`config.mk`:
```
export PLATFORM = sky130hd
export DESIGN_NAME = psum_collector
export DESIGN_NICKNAME = d
export VERILOG_FILES = /design/src/rtl/psum_collector_pkg.sv /design/src/rtl/psum_collector_act.sv /design/src/rtl/psum_collector.sv
export SDC_FILE = /design/constraint.sdc
export NUM_CORES = 1
export LEC_CHECK = 0
export BUFFER_PORTS_ARGS = -buffer_cell sky130_fd_sc_hd__buf_2
export CORE_ASPECT_RATIO = 0.8
export CORE_MARGIN = 4
export CORE_UTILIZATION = 55
export CTS_CLUSTER_SIZE = 20
export DETAILED_ROUTE_END_ITERATION = 12
export GPL_ROUTABILITY_DRIVEN = 1
export GPL_TIMING_DRIVEN = 0
export PLACE_DENSITY_LB_ADDON = 0.05
export SYNTH_ARGS = -nofsm -noshare
export SYNTH_HDL_FRONTEND = slang
export SYNTH_SLANG_ARGS = --single-unit
```
`constraint.sdc`:
```
create_clock -name clk -period 3.5 [get_ports clk]
set_clock_uncertainty 0.1 [all_clocks]
set_input_delay 0.7 -clock clk [delete_from_list [all_inputs] [get_ports clk]]
set_output_delay 0.7 -clock clk [all_outputs]
set_load 0.005 [all_outputs]
```
`src/rtl/psum_collector_pkg.sv`:
```
// Shared definitions for the partial-sum collector.
// Widths of the MAC partial sum, bias and activation, the MAC channel-phase
// encoding (must match the upstream MAC unit), and the bias/ReLU/shift/clamp
// helper used at capture.
package psum_collector_pkg;

  localparam int unsigned PSUM_W = 20;
  localparam int unsigned ACT_W  = 8;
  localparam int unsigned BIAS_W = 16;
  // One extra bit so psum + bias cannot overflow.
  localparam int unsigned SUM_W  = PSUM_W + 1;

  typedef enum logic [1:0] {
    PH_CH0 = 2'd0,
    PH_CH1 = 2'd1,
    PH_CH2 = 2'd2
  } phase_e;

  // Negative -> 0, otherwise logical shift right and saturate to ACT_W bits.
  function automatic logic [ACT_W-1:0] relu_shift_sat(
    input logic [SUM_W-1:0] sum,
    input int unsigned      shift
  );
    logic [SUM_W-1:0] shifted;
    shifted = sum >> shift;
    if (sum[SUM_W-1]) begin
      return '0;
    end else if (shifted > SUM_W'((1 << ACT_W) - 1)) begin
      return '1;
    end else begin
      return shifted[ACT_W-1:0];
    end
  endfunction

endpackage

```
`src/rtl/psum_collector_act.sv`:
```
// act_fifo: synchronous FIFO holding finished activations.
// Ports: clk, rst_n (async active-low); i_push/i_wdata write side;
// i_pop read side (ignored when empty); o_head registered head value that
// holds its last value when the FIFO drains; o_full, o_empty, o_count status.
// A push into a full FIFO is accepted only when a pop happens on the same edge.
module act_fifo #(
  parameter int unsigned DEPTH = 4,
  parameter int unsigned WIDTH = 8
) (
  input  logic                     clk,
  input  logic                     rst_n,
  input  logic                     i_push,
  input  logic [WIDTH-1:0]         i_wdata,
  input  logic                     i_pop,
  output logic [WIDTH-1:0]         o_head,
  output logic                     o_full,
  output logic                     o_empty,
  output logic [$clog2(DEPTH):0]   o_count
);

  localparam int unsigned AW    = $clog2(DEPTH);
  localparam int unsigned CNT_W = AW + 1;

  logic [WIDTH-1:0] r_mem [DEPTH];
  logic [AW-1:0]    r_wr_ptr;
  logic [AW-1:0]    r_rd_ptr;
  logic [CNT_W-1:0] r_count;
  logic             r_full;
  logic             r_empty;
  logic [WIDTH-1:0] r_head;

  logic             w_pop;
  logic             w_push;
  logic [AW-1:0]    w_rd_ptr_inc;
  logic [CNT_W-1:0] w_count_nxt;
  logic [WIDTH-1:0] w_head_nxt;

  assign w_pop        = i_pop & ~r_empty;
  assign w_push       = i_push & (~r_full | w_pop);
  assign w_rd_ptr_inc = r_rd_ptr + AW'(1);
  assign w_count_nxt  = r_count + CNT_W'(w_push) - CNT_W'(w_pop);

  // Head after this edge: next stored entry on a pop, the incoming word when
  // the FIFO is (or becomes) otherwise empty, else unchanged.
  always_comb begin
    w_head_nxt = r_head;
    if (w_pop) begin
      if (r_count > CNT_W'(1)) begin
        w_head_nxt = r_mem[w_rd_ptr_inc];
      end else if (w_push) begin
        w_head_nxt = i_wdata;
      end
    end else if (r_empty && w_push) begin
      w_head_nxt = i_wdata;
    end
  end

  // Storage array, no reset needed.
  always_ff @(posedge clk) begin
    if (w_push) begin
      r_mem[r_wr_ptr] <= i_wdata;
    end
  end

  // Pointers, occupancy and registered status.
  always_ff @(posedge clk or negedge rst_n) begin
    if (!rst_n) begin
      r_wr_ptr <= '0;
      r_rd_ptr <= '0;
      r_count  <= '0;
      r_full   <= 1'b0;
      r_empty  <= 1'b1;
      r_head   <= '0;
    end else begin
      if (w_push) r_wr_ptr <= r_wr_ptr + AW'(1);
      if (w_pop)  r_rd_ptr <= w_rd_ptr_inc;
      r_count <= w_count_nxt;
      r_full  <= (w_count_nxt == CNT_W'(DEPTH));
      r_empty <= (w_count_nxt == '0);
      r_head  <= w_head_nxt;
    end
  end

  assign o_head  = r_head;
  assign o_full  = r_full;
  assign o_empty = r_empty;
  assign o_count = r_count;

endmodule

```
`src/rtl/psum_collector.sv`:
```
// psum_collector: captures the 3-channel partial sum at the end of each MAC
// channel rotation, applies bias + ReLU + shift + clamp, and queues the 8-bit
// activation in act_fifo.
// Ports: clk, rst_n (async active-low); en (MAC stage enable); psum_in, bias
// (signed); clr_ovf (sticky-flag clear); out_data/out_valid/out_ready
// (activation stream); ovf (capture dropped on full FIFO); frame_done (pulse
// on the NPIX-th accepted push).
module psum_collector
  import psum_collector_pkg::*;
#(
  parameter int unsigned SHIFT = 4,
  parameter int unsigned DEPTH = 4,
  parameter int unsigned NPIX  = 16
) (
  input  logic              clk,
  input  logic              rst_n,
  input  logic              en,
  input  logic [PSUM_W-1:0] psum_in,
  input  logic [BIAS_W-1:0] bias,
  input  logic              clr_ovf,
  output logic [ACT_W-1:0]  out_data,
  output logic              out_valid,
  input  logic              out_ready,
  output logic              ovf,
  output logic              frame_done
);

  localparam int unsigned CNT_W = $clog2(DEPTH) + 1;
  localparam int unsigned PIX_W = $clog2(NPIX + 1);

  phase_e           r_phase;
  logic             r_primed;
  logic [ACT_W-1:0] r_s1_data;
  logic             r_s1_valid;
  logic             r_ovf;
  logic             r_frame_done;
  logic [PIX_W-1:0] r_pix_cnt;

  logic             w_capture;
  logic [SUM_W-1:0] w_sum;
  logic [ACT_W-1:0] w_act;
  logic             w_full;
  logic             w_empty;
  logic [CNT_W-1:0] w_count;
  logic             w_pop;
  logic             w_accept;
  logic             w_drop;
  logic             w_unused;

  // Phase 0 with primed set means psum_in holds a finished 3-channel sum.
  assign w_capture = en & (r_phase == PH_CH0) & r_primed;
  assign w_sum     = {psum_in[PSUM_W-1], psum_in}
                   + {{(SUM_W-BIAS_W){bias[BIAS_W-1]}}, bias};
  assign w_act     = relu_shift_sat(w_sum, SHIFT);

  assign w_pop    = out_ready & ~w_empty;
  assign w_accept = r_s1_valid & (~w_full | w_pop);
  assign w_drop   = r_s1_valid & w_full & ~w_pop;
  assign w_unused = ^w_count;

  // Channel phase tracker, mirrors the MAC unit's rotation.
  always_ff @(posedge clk or negedge rst_n) begin
    if (!rst_n) begin
      r_phase  <= PH_CH0;
      r_primed <= 1'b0;
    end else if (en) begin
      case (r_phase)
        PH_CH0:  r_phase <= PH_CH1;
        PH_CH1:  r_phase <= PH_CH2;
        PH_CH2: begin
          r_phase  <= PH_CH0;
          r_primed <= 1'b1;
        end
        default: r_phase <= PH_CH0;
      endcase
    end
  end

  // Stage-1 register between capture and FIFO push.
  always_ff @(posedge clk or negedge rst_n) begin
    if (!rst_n) begin
      r_s1_valid <= 1'b0;
      r_s1_data  <= '0;
    end else begin
      r_s1_valid <= w_capture;
      if (w_capture) r_s1_data <= w_act;
    end
  end

  // Sticky overflow; a drop on the clear edge keeps it set.
  always_ff @(posedge clk or negedge rst_n) begin
    if (!rst_n) begin
      r_ovf <= 1'b0;
    end else if (w_drop) begin
      r_ovf <= 1'b1;
    end else if (clr_ovf) begin
      r_ovf <= 1'b0;
    end
  end

  // Pixel counter and frame pulse.
  always_ff @(posedge clk or negedge rst_n) begin
    if (!rst_n) begin
      r_pix_cnt    <= '0;
      r_frame_done <= 1'b0;
    end else begin
      r_frame_done <= 1'b0;
      if (w_accept) begin
        if (r_pix_cnt == PIX_W'(NPIX - 1)) begin
          r_pix_cnt    <= '0;
          r_frame_done <= 1'b1;
        end else begin
          r_pix_cnt <= r_pix_cnt + PIX_W'(1);
        end
      end
    end
  end

  act_fifo #(
    .DEPTH (DEPTH),
    .WIDTH (ACT_W)
  ) u_fifo (
    .clk     (clk),
    .rst_n   (rst_n),
    .i_push  (r_s1_valid),
    .i_wdata (r_s1_data),
    .i_pop   (out_ready),
    .o_head  (out_data),
    .o_full  (w_full),
    .o_empty (w_empty),
    .o_count (w_count)
  );

  assign out_valid  = ~w_empty;
  assign ovf        = r_ovf;
  assign frame_done = r_frame_done;

endmodule

```
==> results of run 1 <==
[logic make-up after synthesis]
| kind of cell | Yosys count | share of synthesized area [%] |
|---|---|---|
| xor+xnor | 13 | 2.92 |
| fa+ha+maj | 28 | 9.17 |
| buf+inv | 28 | 2.92 |
| simple gates | 99 | 12.3 |
| compound gates | 93 | 16.6 |
| flops | 68 | 47.7 |
| mux | 22 | 8.37 |
[per-layer routing]
metal / track usage (%) / vias up / routed length [µm]
met5: 0 / - / 0
met4: 3.69 / 0 / 53
met3: 5.21 / 6 / 505
met2: 28.3 / 57 / 3490
met1: 30.6 / 1345 / 3840
li1: - / 1438 / -
[report_power, final]
part           switching, mW  internal [mW]  total, mW  leakage, nW
Sequential             0.157           1.12       1.27        0.724
Clock                  0.276          0.344      0.620       0.0967
Combinational          0.530          0.453      0.982         1.11
Total                  0.963           1.91       2.88         1.93
[through the flow]
| stage | hold WS, ns | std cells | setup slack (ns) |
|---|---|---|---|
| after floorplan | 0.304 | 351 | 0.493 |
| after global placement | 0.336 | 489 | -0.122 |
| after detailed placement | 0.352 | 489 | -0.161 |
| after CTS | 0.364 | 505 | 0.194 |
| after global routing | 0.400 | 506 | 0.143 |
| final | 0.356 | 506 | 0.306 |
[sequential cells by signal, summed over array words and instances, names as in the netlist]
| signal | flops |
|---|---|
| u_fifo.o_count | 3 |
| r_s1_valid | 1 |
| ovf | 1 |
| u_fifo.o_head | 8 |
| r_phase | 2 |
| u_fifo.r_mem | 32 |
| u_fifo.r_wr_ptr | 2 |
| u_fifo.o_full | 1 |
| u_fifo.r_rd_ptr | 2 |
| r_pix_cnt | 5 |
| r_primed | 1 |
| frame_done | 1 |
| u_fifo.o_empty | 1 |
| r_s1_data | 8 |
[area by class of cell]
type	count	area, µm²	share of cell area [%]
Timing Repair Buffer	52	263	5.87
Buffer	9	41.3	0.923
Clock buffer	11	141	3.16
Inverter	19	72.6	1.62
Sequential cell	68	1860	41.6
Tap cell	87	109	2.43
Multi-Input combinational cell	255	1930	43.2
Clock inverter	5	51.3	1.15
[worst max-delay path, cell delays in order]
cell	delay, ns
buf_2	0.10
ha_1	0.26
clkbuf_1	0.27
nand3_1	0.23
o32ai_2	0.39
o211ai_1	0.14
a21boi_0	0.40
o2bb2a_1	0.28
o2111ai_4	0.21
o31a_1	0.33
[path summary, 6_finish.rpt]
path,endpoint,slack (ns),depth (start not counted)
worst max-delay path,r_s1_data[0]$_DFFE_PN0P_,0.31,10
worst min-delay path,u_fifo.o_head[5]$_DFFE_PN0P_,0.36,1
worst max register to register,u_fifo.o_full$_DFF_PN0_,0.80,9
worst min register to register,frame_done$_DFF_PN0_,0.36,1
max in group asynchronous,r_s1_data[5]$_DFFE_PN0P_,2.41,1
min in group clk,frame_done$_DFF_PN0_,0.36,1
[placed cells by master (no fill, tap or decap), types with 3 or more instances in the layout]
| cell type | netlist | layout |
|---|---|---|
| nor2_1 | 9 | 9 |
| dfrtp_1 | 35 | 35 |
| a21oi_1 | 21 | 21 |
| mux2i_1 | 9 | 9 |
| mux2_2 | 5 | 5 |
| ha_1 | 27 | 27 |
| and2_1 | 8 | 8 |
| xor2_1 | 7 | 7 |
| edfxtp_1 | 32 | 32 |
| inv_1 | 17 | 17 |
| o21ai_0 | 28 | 28 |
| clkinv_2 | 1 | 3 |
| nor3_1 | 7 | 7 |
| nand4_1 | 6 | 6 |
| o31a_1 | 10 | 10 |
| mux4_2 | 8 | 8 |
| buf_2 | 0 | 51 |
| a21o_1 | 3 | 3 |
| clkbuf_1 | 8 | 9 |
| nand2_1 | 49 | 49 |
| o21a_1 | 5 | 5 |
| clkbuf_8 | 0 | 10 |
| nand3_1 | 4 | 4 |
| xnor2_1 | 6 | 6 |
[repair_timing]
item,4_1_cts,5_1_grt
setup endpoints to repair,0,8
resized for setup,0,1
setup buffers,0,1
endpoints found under the hold margin,0,0
==> metrics.cfg, run 1 <==
[timing]
setup_violations=0
final_hold_viol_count=0
fin_crit_ns=3.19
finalMaxSlewViolations=0
slew_headroom_pct=31.7
rsz0062_at_grt=no
tightest_slew_ns=1.02
post-route-period-util_pct=91.3
max_freq_mhz=313
tns_ns=0

[routing]
vias_per_cell=5.62
wl_per_cell_um=15.6
drc_errors=0
drtAntennaViolNets=0
totalWireLength_um=7880
first_pass_iters=4
drt_iter0_markers=199
dr_total_vias=2846

[global_route]
gr-total-overflow=0
grt_use_total_pct=19.8
grt_max_degree=37
first_global_vias=2750
antenna_found_initial=0
grt_pass1_wl_um=13200

[synthesis]
ys_dominant_reg_cell=dfrtp_1
synth_commonest_cells=nand2_1 (49), dfrtp_1 (35), edfxtp_1 (32)
ys_seq_area_share_pct=47.7
synth.distinct_cells=59
synth.top_cells.by_area=edfxtp_1 (25%), dfrtp_1 (22%), ha_1 (8.7%), nand2_1 (4.7%), mux4_2 (4.6%)
netlist_area_um2=3900
synth_most_common_cell=nand2_1
yosysWarnings=0
synth-edff-count=32
postSynth.asyncResetShare_pct=52.9
synth_nets=420
syn_inst=351
synth_area_per_cell_um2=11.1
synth.ff_latch_count=68
yosysTopAreaCell=edfxtp_1
synth_top_area_share_pct=24.6

[run_status]
outcome=finished clean

[layout]
area_growth_pct=14.6
drive_above_1_share_pct=22.2
layout.nets=483
antennaDiodeCount=0
post-route-util_pct=64.9
fillers=586
fin_area_um2=4480

[clock_network]
numClockSinks=68
clkTransAtPathRegs_ns=0.07
root_buffer=clkbuf_8
cts_hold_buf=0
cts_tree=built
clk_latency_ns=0.33
cts_buffers=9
htree_levels=3
clockBufferDepth=2

[worst_setup_path]
rr_startpoint=u_fifo.o_empty$_DFF_PN1_
required_ns=3.61
cp-end-kind=flip-flop
cp_max_fo=8
worstPathArrival_ns=3.31
crit_path_start=psum_in[6]
path_class=primary input to flip-flop
startpoint_type=primary input

[placed_design]
io_buffers=51
dpl_cell_area_um2=4270
gp_congestion=0.878
dp_hpwl_um=6070

[power]
peakVddDrop_uv=423
p_total_mw=2.88
leakage_nw=1.93
power.density_nw_per_um2=642

[floorplan]
die_w_um=102
num_rows=27
io_pins=52
die_area_um2=8520
initial_core_util_pct=56.6
core_area_um2=6890
die_h_um=83.4

[worst_hold_path]
hold_class=primary input to async pin

[run]
drv_cap=0

Power figures use the tool's default switching activity.
==> inputs of run 2 (changes only) <==
--- a/config.mk
+++ b/config.mk
@@ -5,6 +5,7 @@
 export SDC_FILE = /design/constraint.sdc
 export NUM_CORES = 1
 export LEC_CHECK = 0
+export ABC_AREA = 1
 export BUFFER_PORTS_ARGS = -buffer_cell sky130_fd_sc_hd__buf_2
 export CORE_ASPECT_RATIO = 0.8
 export CORE_MARGIN = 4
@@ -14,6 +15,7 @@
 export GPL_ROUTABILITY_DRIVEN = 1
 export GPL_TIMING_DRIVEN = 0
 export PLACE_DENSITY_LB_ADDON = 0.05
+export REMOVE_ABC_BUFFERS = 1
 export SYNTH_ARGS = -nofsm -noshare
 export SYNTH_HDL_FRONTEND = slang
 export SYNTH_SLANG_ARGS = --single-unit
==> run 2 against run 1 <==
  * Clock-buffer cell count increased by 1
  * Sequential power rose by 5%
  * Synthesized area rose by 8.6%
  * Critical path type unchanged
  * Critical endpoint is now u_fifo.o_full$_DFF_PN0_
  * Largest cell class unchanged
==> metrics.cfg, run 2 <==
[timing]
final_hold_viol_count=0  ; unchanged
post-route-period-util_pct=77.8  ; -13 points
max_freq_mhz=367  ; +17%
finalMaxSlewViolations=0  ; unchanged
hold_ws_ns=0.347  ; -0.00833 ns
tightest_slew_ns=0.807  ; -0.214 ns
rsz0062_at_grt=no
fin_crit_ns=2.72  ; -0.472 ns
tns_ns=0  ; unchanged
setup_violations=0  ; unchanged
slew_headroom_pct=46.0  ; +14 points

[synthesis]
yosysTopAreaCell=edfxtp_1
synth.distinct_cells=35  ; -41%
synth.top_cells.by_area=edfxtp_1 (23%), dfrtp_1 (21%), nand2_1 (15%), ha_1 (8.0%), inv_1 (7.4%)
syn_inst=536  ; +53%
synth.ff_latch_count=68  ; unchanged
synth-edff-count=32  ; unchanged
ys_seq_area_share_pct=44.0  ; -3.8 points
synth_top_area_share_pct=22.7  ; -1.9 points
synth_most_common_cell=nand2_1
postSynth.asyncResetShare_pct=52.9  ; unchanged
ys_dominant_reg_cell=dfrtp_1
synth_area_per_cell_um2=7.91  ; -29%
yosysWarnings=0  ; unchanged
netlist_area_um2=4240  ; +8.6%
synth_commonest_cells=nand2_1 (171), inv_1 (83), dfrtp_1 (35)

[power]
power.density_nw_per_um2=608  ; -5.3%
leakage_nw=2.38  ; +23%
peakVddDrop_uv=402  ; -4.9%
p_total_mw=2.91  ; +1.2%

[clock_network]
post-cts-setup-buffer-count=0  ; unchanged
cts_hold_buf=0  ; unchanged
root_buffer=clkbuf_8
cts_tree=built
numClockSinks=68  ; unchanged
cts_resized=0  ; unchanged
cts_buffers=9  ; unchanged
clkTransAtPathRegs_ns=0.07  ; about the same
clk_latency_ns=0.33  ; about the same
htree_levels=3  ; unchanged
clockBufferDepth=2  ; unchanged

[layout]
final_cell_mix=nand2_1 (171), inv_1 (83), buf_2 (51)
antennaDiodeCount=0  ; unchanged
layout.nets=662  ; +37%
largest_reg_flops=32  ; unchanged
top_register=u_fifo.r_mem
fin_area_um2=4780  ; +6.9%
layout_commonest_cell=nand2_1
area_growth_pct=12.9
drive_above_1_share_pct=16.7  ; -5.5 points

[routing]
wl_per_cell_um=12.8  ; -18%
drtAntennaViolNets=0  ; unchanged
totalWireLength_um=8980  ; +14%
drt_iter0_markers=213  ; +7.0%
first_pass_iters=5  ; +1
vias_per_cell=5.04  ; -10%
dr_total_vias=3541  ; +24%
drc_errors=0  ; unchanged

[floorplan]
num_rows=28  ; +3.7%
core_area_um2=7460  ; +8.3%
io_pins=52  ; unchanged
die_h_um=86.5  ; +3.8%
die_area_um2=9180  ; +7.8%
initial_core_util_pct=56.8  ; +0.15 points
die_w_um=106  ; +3.9%

[worst_setup_path]
r2r_slack_ns=0.89  ; +0.09 ns
cp-end-kind=flip-flop
cp_max_fo=12  ; +4
critical_path.cell_chain=buf_2 -> inv_1 -> nor2_1 -> inv_2 -> nand2_1 -> nand2_1 -> inv_1 -> ha_1 -> inv_1 -> fa_1 -> xor2_1 -> nor3b_1
slowest_stage=fa_1
path_common_cell=inv_1
startpoint_type=primary input
path_class=primary input to flip-flop
critical-path-max-stage-delay_ns=0.37  ; -0.03 ns
worstPathArrival_ns=2.87  ; -0.44 ns
required_ns=3.65  ; +0.04 ns

[worst_hold_path]
hold_class=primary input to async pin

[global_route]
gr-total-overflow=0  ; unchanged
grt_max_degree=37  ; unchanged
first_global_vias=3245  ; +18%
use_met3_pct=4.54  ; -0.66 points
grt_util_met1_pct=33.3  ; +2.8 points
busiest_layer=met1
grt_pass1_wl_um=15400  ; +16%
use_met2_pct=29.4  ; +1.1 points
antenna_found_initial=0  ; unchanged
grt_use_total_pct=21.0  ; +1.1 points

[placed_design]
dpl_cell_area_um2=4600  ; +7.9%
io_buffers=51  ; unchanged
dp_hpwl_um=7140  ; +18%
gp_congestion=0.927  ; +5.6%

[run_status]
outcome=finished clean

[run]
drv_cap=0  ; unchanged

-- run 2: cell types whose count changed after synthesis, sizes merged, moves of 4 or more --
| cell | change |
|---|---|
| clkbuf | -5 |
| o31a | -10 |
| mux2i | -9 |
| o22ai | +4 |
| nand2 | +131 |
| nand4 | +8 |
| inv | +70 |
| a21boi | -5 |
| mux4 | -8 |
| o21a | -4 |
| nor2 | +30 |
| nand3 | +24 |
| mux2 | -5 |
| and2 | -8 |
-- run 2: kinds of logic (layout without fill, tap and decap cells) --
group | count (synthesis) | after routing | synth area share, %
buffers and inverters | 95 | 157 | 8.47
XOR/XNOR | 12 | 12 | 2.48
adder cells (fa/ha/maj) | 28 | 28 | 8.44
flip-flops | 68 | 68 | 44.0
AND/OR/NAND/NOR | 272 | 272 | 28.5
AO/OA/AOI/OAI | 61 | 61 | 8.12
-- run 2: cell type report --
type / count / area (µm²)
fill: 695 / 2680
multi-input combinational: 373 / 2020
sequential: 68 / 1860
inverter: 90 / 338
timing repair buffer: 51 / 255
clock buffer: 12 / 156
tap: 105 / 131
clock inverter: 4 / 23.8
-- run 2: where the power goes --
group / switching, mW / internal [mW] / total, mW
clock: 0.275 / 0.298 / 0.574
sequential: 0.196 / 1.13 / 1.33
combinational: 0.629 / 0.380 / 1.01
total: 1.10 / 1.81 / 2.91
-- run 2: per-stage QoR --
stage | utilization [%] | cells | setup WS [ns]
6_report | 64.1 | 703 | 0.778
2_1_floorplan | - | 531 | 0.919
3_3_place_gp | 61.7 | 687 | 0.476
3_5_place_dp | 61.7 | 687 | 0.415
4_1_cts | 64.1 | 703 | 0.769
5_1_grt | 64.1 | 703 | 0.537
-- run 2: path summary, 6_finish.rpt --
kind	from	endpoint	depth (start not counted)
min	rst_n	u_fifo.o_head[3]$_DFFE_PN0P_	1
max	out_ready	u_fifo.o_full$_DFF_PN0_	12
max in group asynchronous	rst_n	r_primed$_DFFE_PN0P_	1
max reg2reg	u_fifo.o_empty$_DFF_PN1_	u_fifo.o_full$_DFF_PN0_	10
min reg2reg	r_primed$_DFFE_PN0P_	r_primed$_DFFE_PN0P_	2
min in group clk	r_primed$_DFFE_PN0P_	r_primed$_DFFE_PN0P_	2
-- run 2: metal layers --
layer	part of all wire [%]	vias to the layer above
li1	-	1844
met1	52	1590
met2	41	100
met3	6.2	7
met4	0.75	0
met5	0	-
-- run 2: critical path, delay by kind of cell --
kind	cells	cell delay, ns
adder cells (fa/ha/maj)	2	0.56
XOR/XNOR	1	0.22
buffers and inverters	5	0.57
AND/OR/NAND/NOR	4	0.81
==> inputs of run 3 (changes only) <==
==> constraint.sdc (replaced) <==
create_clock -name clk -period 2.8 [get_ports clk]
set_clock_uncertainty 0.1 [all_clocks]
set_input_delay 0.56 -clock clk [delete_from_list [all_inputs] [get_ports clk]]
set_output_delay 0.56 -clock clk [all_outputs]
set_load 0.005 [all_outputs]
==> run 3 against run 2 <==
  * Utilization stayed put
  * Total power is 25% higher
  * Setup slack worse by 0.51 ns
  * Sequential power is 25% higher
  * Largest power group unchanged
  * Clock-buffer cell count stayed put
  * Largest cell class unchanged
  * Die area stayed put
  * Register-to-register slack worse by 0.63 ns
==> metrics.cfg, run 3 (same netlist as run 2, synthesis figures left out) <==
[run_status]
outcome=finished clean

[global_route]
first_global_vias=3245  ; unchanged
gr-total-overflow=0  ; unchanged
antenna_found_initial=0  ; unchanged
grt_use_total_pct=21.0  ; unchanged
grt_pass1_wl_um=15400  ; unchanged
grt_max_degree=37  ; unchanged

[layout]
drive_above_1_share_pct=16.9  ; +0.17 points
antennaDiodeCount=0  ; unchanged
layout_commonest_cell=nand2_1
fillers=695  ; unchanged
top_register=u_fifo.r_mem
largest_reg_flops=32  ; unchanged
final_cell_mix=nand2_1 (171), inv_1 (82), buf_2 (51)
area_growth_pct=12.9  ; unchanged
layout.nets=662  ; unchanged

[timing]
setup_violations=0  ; unchanged
hold_ws_ns=0.207  ; -0.140 ns
final_hold_viol_count=0  ; unchanged
slew_headroom_pct=46.0  ; about the same
tightest_slew_ns=0.807  ; -0.0000731 ns
finalMaxSlewViolations=0  ; unchanged
tns_ns=0  ; unchanged
max_freq_mhz=394
rsz0062_at_grt=no
post-route-period-util_pct=90.6
fin_crit_ns=2.54

[power]
switching_power_mw=1.38  ; +25%
leakage_nw=2.38  ; about the same
pwr-share-seq_pct=45.6  ; about the same
peakVddDrop_uv=502  ; +25%
p_int_mw=2.26  ; +25%
pwr-share-comb_pct=34.7  ; about the same
clock_power_share_pct=19.7  ; about the same
power.density_nw_per_um2=761  ; +25%
sw_frac_of_total_pct=37.8  ; about the same

[clock_network]
cts_hold_buf=0  ; unchanged
clockBufferDepth=2  ; unchanged
clk_latency_ns=0.33  ; about the same
post-cts-setup-buffer-count=0  ; unchanged
cts_tree=built
root_buffer=clkbuf_8
cts_buffers=9  ; unchanged
clkTransAtPathRegs_ns=0.07  ; about the same
numClockSinks=68  ; unchanged
htree_levels=3  ; unchanged

[routing]
dr_total_vias=3538  ; -0.085%
drc_errors=0  ; unchanged
wl_per_cell_um=12.8  ; about the same
drt_iter0_markers=213  ; unchanged
vias_per_cell=5.03  ; about the same
drtAntennaViolNets=0  ; unchanged
totalWireLength_um=8980  ; about the same
first_pass_iters=5  ; unchanged

[placed_design]
io_buffers=51  ; unchanged
dp_hpwl_um=7140  ; unchanged
gp_congestion=0.927  ; unchanged

[floorplan]
num_rows=28  ; unchanged
die_w_um=106  ; unchanged
die_h_um=86.5  ; unchanged
die_area_um2=9180  ; unchanged
core_area_um2=7460  ; unchanged
io_pins=52  ; unchanged
initial_core_util_pct=56.8  ; unchanged

[worst_setup_path]
required_ns=2.95  ; -0.70 ns
path_buf_inv=3  ; -2
slowest_stage=dfstp_2
cp_max_fo=12  ; unchanged
startpoint_type=flip-flop
path_class=flip-flop to flip-flop
cp-end-kind=flip-flop
path_delay_family=simple AND/OR/NAND/NOR gates
worstPathArrival_ns=2.68  ; -0.19 ns
critical_path.cell_chain=nor2_1 -> inv_2 -> nand2_1 -> nand2_1 -> inv_2 -> ha_1 -> inv_1 -> fa_1 -> xor2_1 -> nor3b_1
critical-path-max-stage-delay_ns=0.37  ; about the same

[run]
drv_cap=0  ; unchanged

[worst_hold_path]
hold_class=primary input to async pin

-- run 3: cell counts in the layout (fill, tap and decap cells not counted) --
No cell type changed its count.
-- run 3: worst paths after layout --
kind	slack [ns]	cells after the start	from	end
setup / recovery	0.26	10	u_fifo.o_empty$_DFF_PN1_	u_fifo.o_full$_DFF_PN0_
hold / removal	0.21	1	rst_n	u_fifo.o_head[3]$_DFFE_PN0P_
setup reg to reg	0.26	10	u_fifo.o_empty$_DFF_PN1_	u_fifo.o_full$_DFF_PN0_
hold reg to reg	0.35	2	r_primed$_DFFE_PN0P_	r_primed$_DFFE_PN0P_
max in group asynchronous	1.87	1	rst_n	r_primed$_DFFE_PN0P_
min in group clk	0.31	2	clr_ovf	ovf$_DFFE_PN0P_
-- run 3: repair_timing --
action / in CTS / in global routing
setup endpoints to repair: 0 / 1
hold endpoints to repair: 0 / 0
resized for setup: 0 / 1
-- run 3: final cells by class --
class                           count  area [µm²]  area share [%]
Timing Repair Buffer               51         255            5.34
Tap cell                          105         131            2.75
Multi-Input combinational cell    373        2020            42.1
Clock inverter                      4        23.8           0.497
Inverter                           90         338            7.06
Clock buffer                       12         156            3.27
Sequential cell                    68        1860            38.9
-- run 3: routing by layer --
layer  global-route usage, %  vias up  part of all wire (%)
met2                    29.4      100                    41
met5                       0        -                     0
met4                    4.00        0                  0.75
met1                    33.3     1586                    52
li1                        -     1845                     -
met3                    4.54        7                   6.0
-- run 3: power groups by stage --
stage | Sequential, mW | Clock (mW) | Combinational, mW
finish | 1.66 | 0.717 | 1.26
global route | 1.71 | 0.796 | 1.47
CTS | 1.66 | 0.738 | 1.27
detailed placement | 1.68 | 0 | 1.27
global placement | 1.67 | 0 | 1.22
floorplan | 1.61 | 0 | 0.921
-- run 3: metrics by stage --
step	cell area (µm²)	total power [mW]	std cells	utilization (%)	worst slack (ns)
after floorplan	4220	2.53	531	-	0.359
after global placement	4600	2.89	687	61.7	-0.0835
after detailed placement	4600	2.95	687	61.7	-0.145
after CTS	4780	3.67	703	64.1	0.161
after global routing	4780	3.97	703	64.1	0.0115
final	4780	3.64	703	64.1	0.263
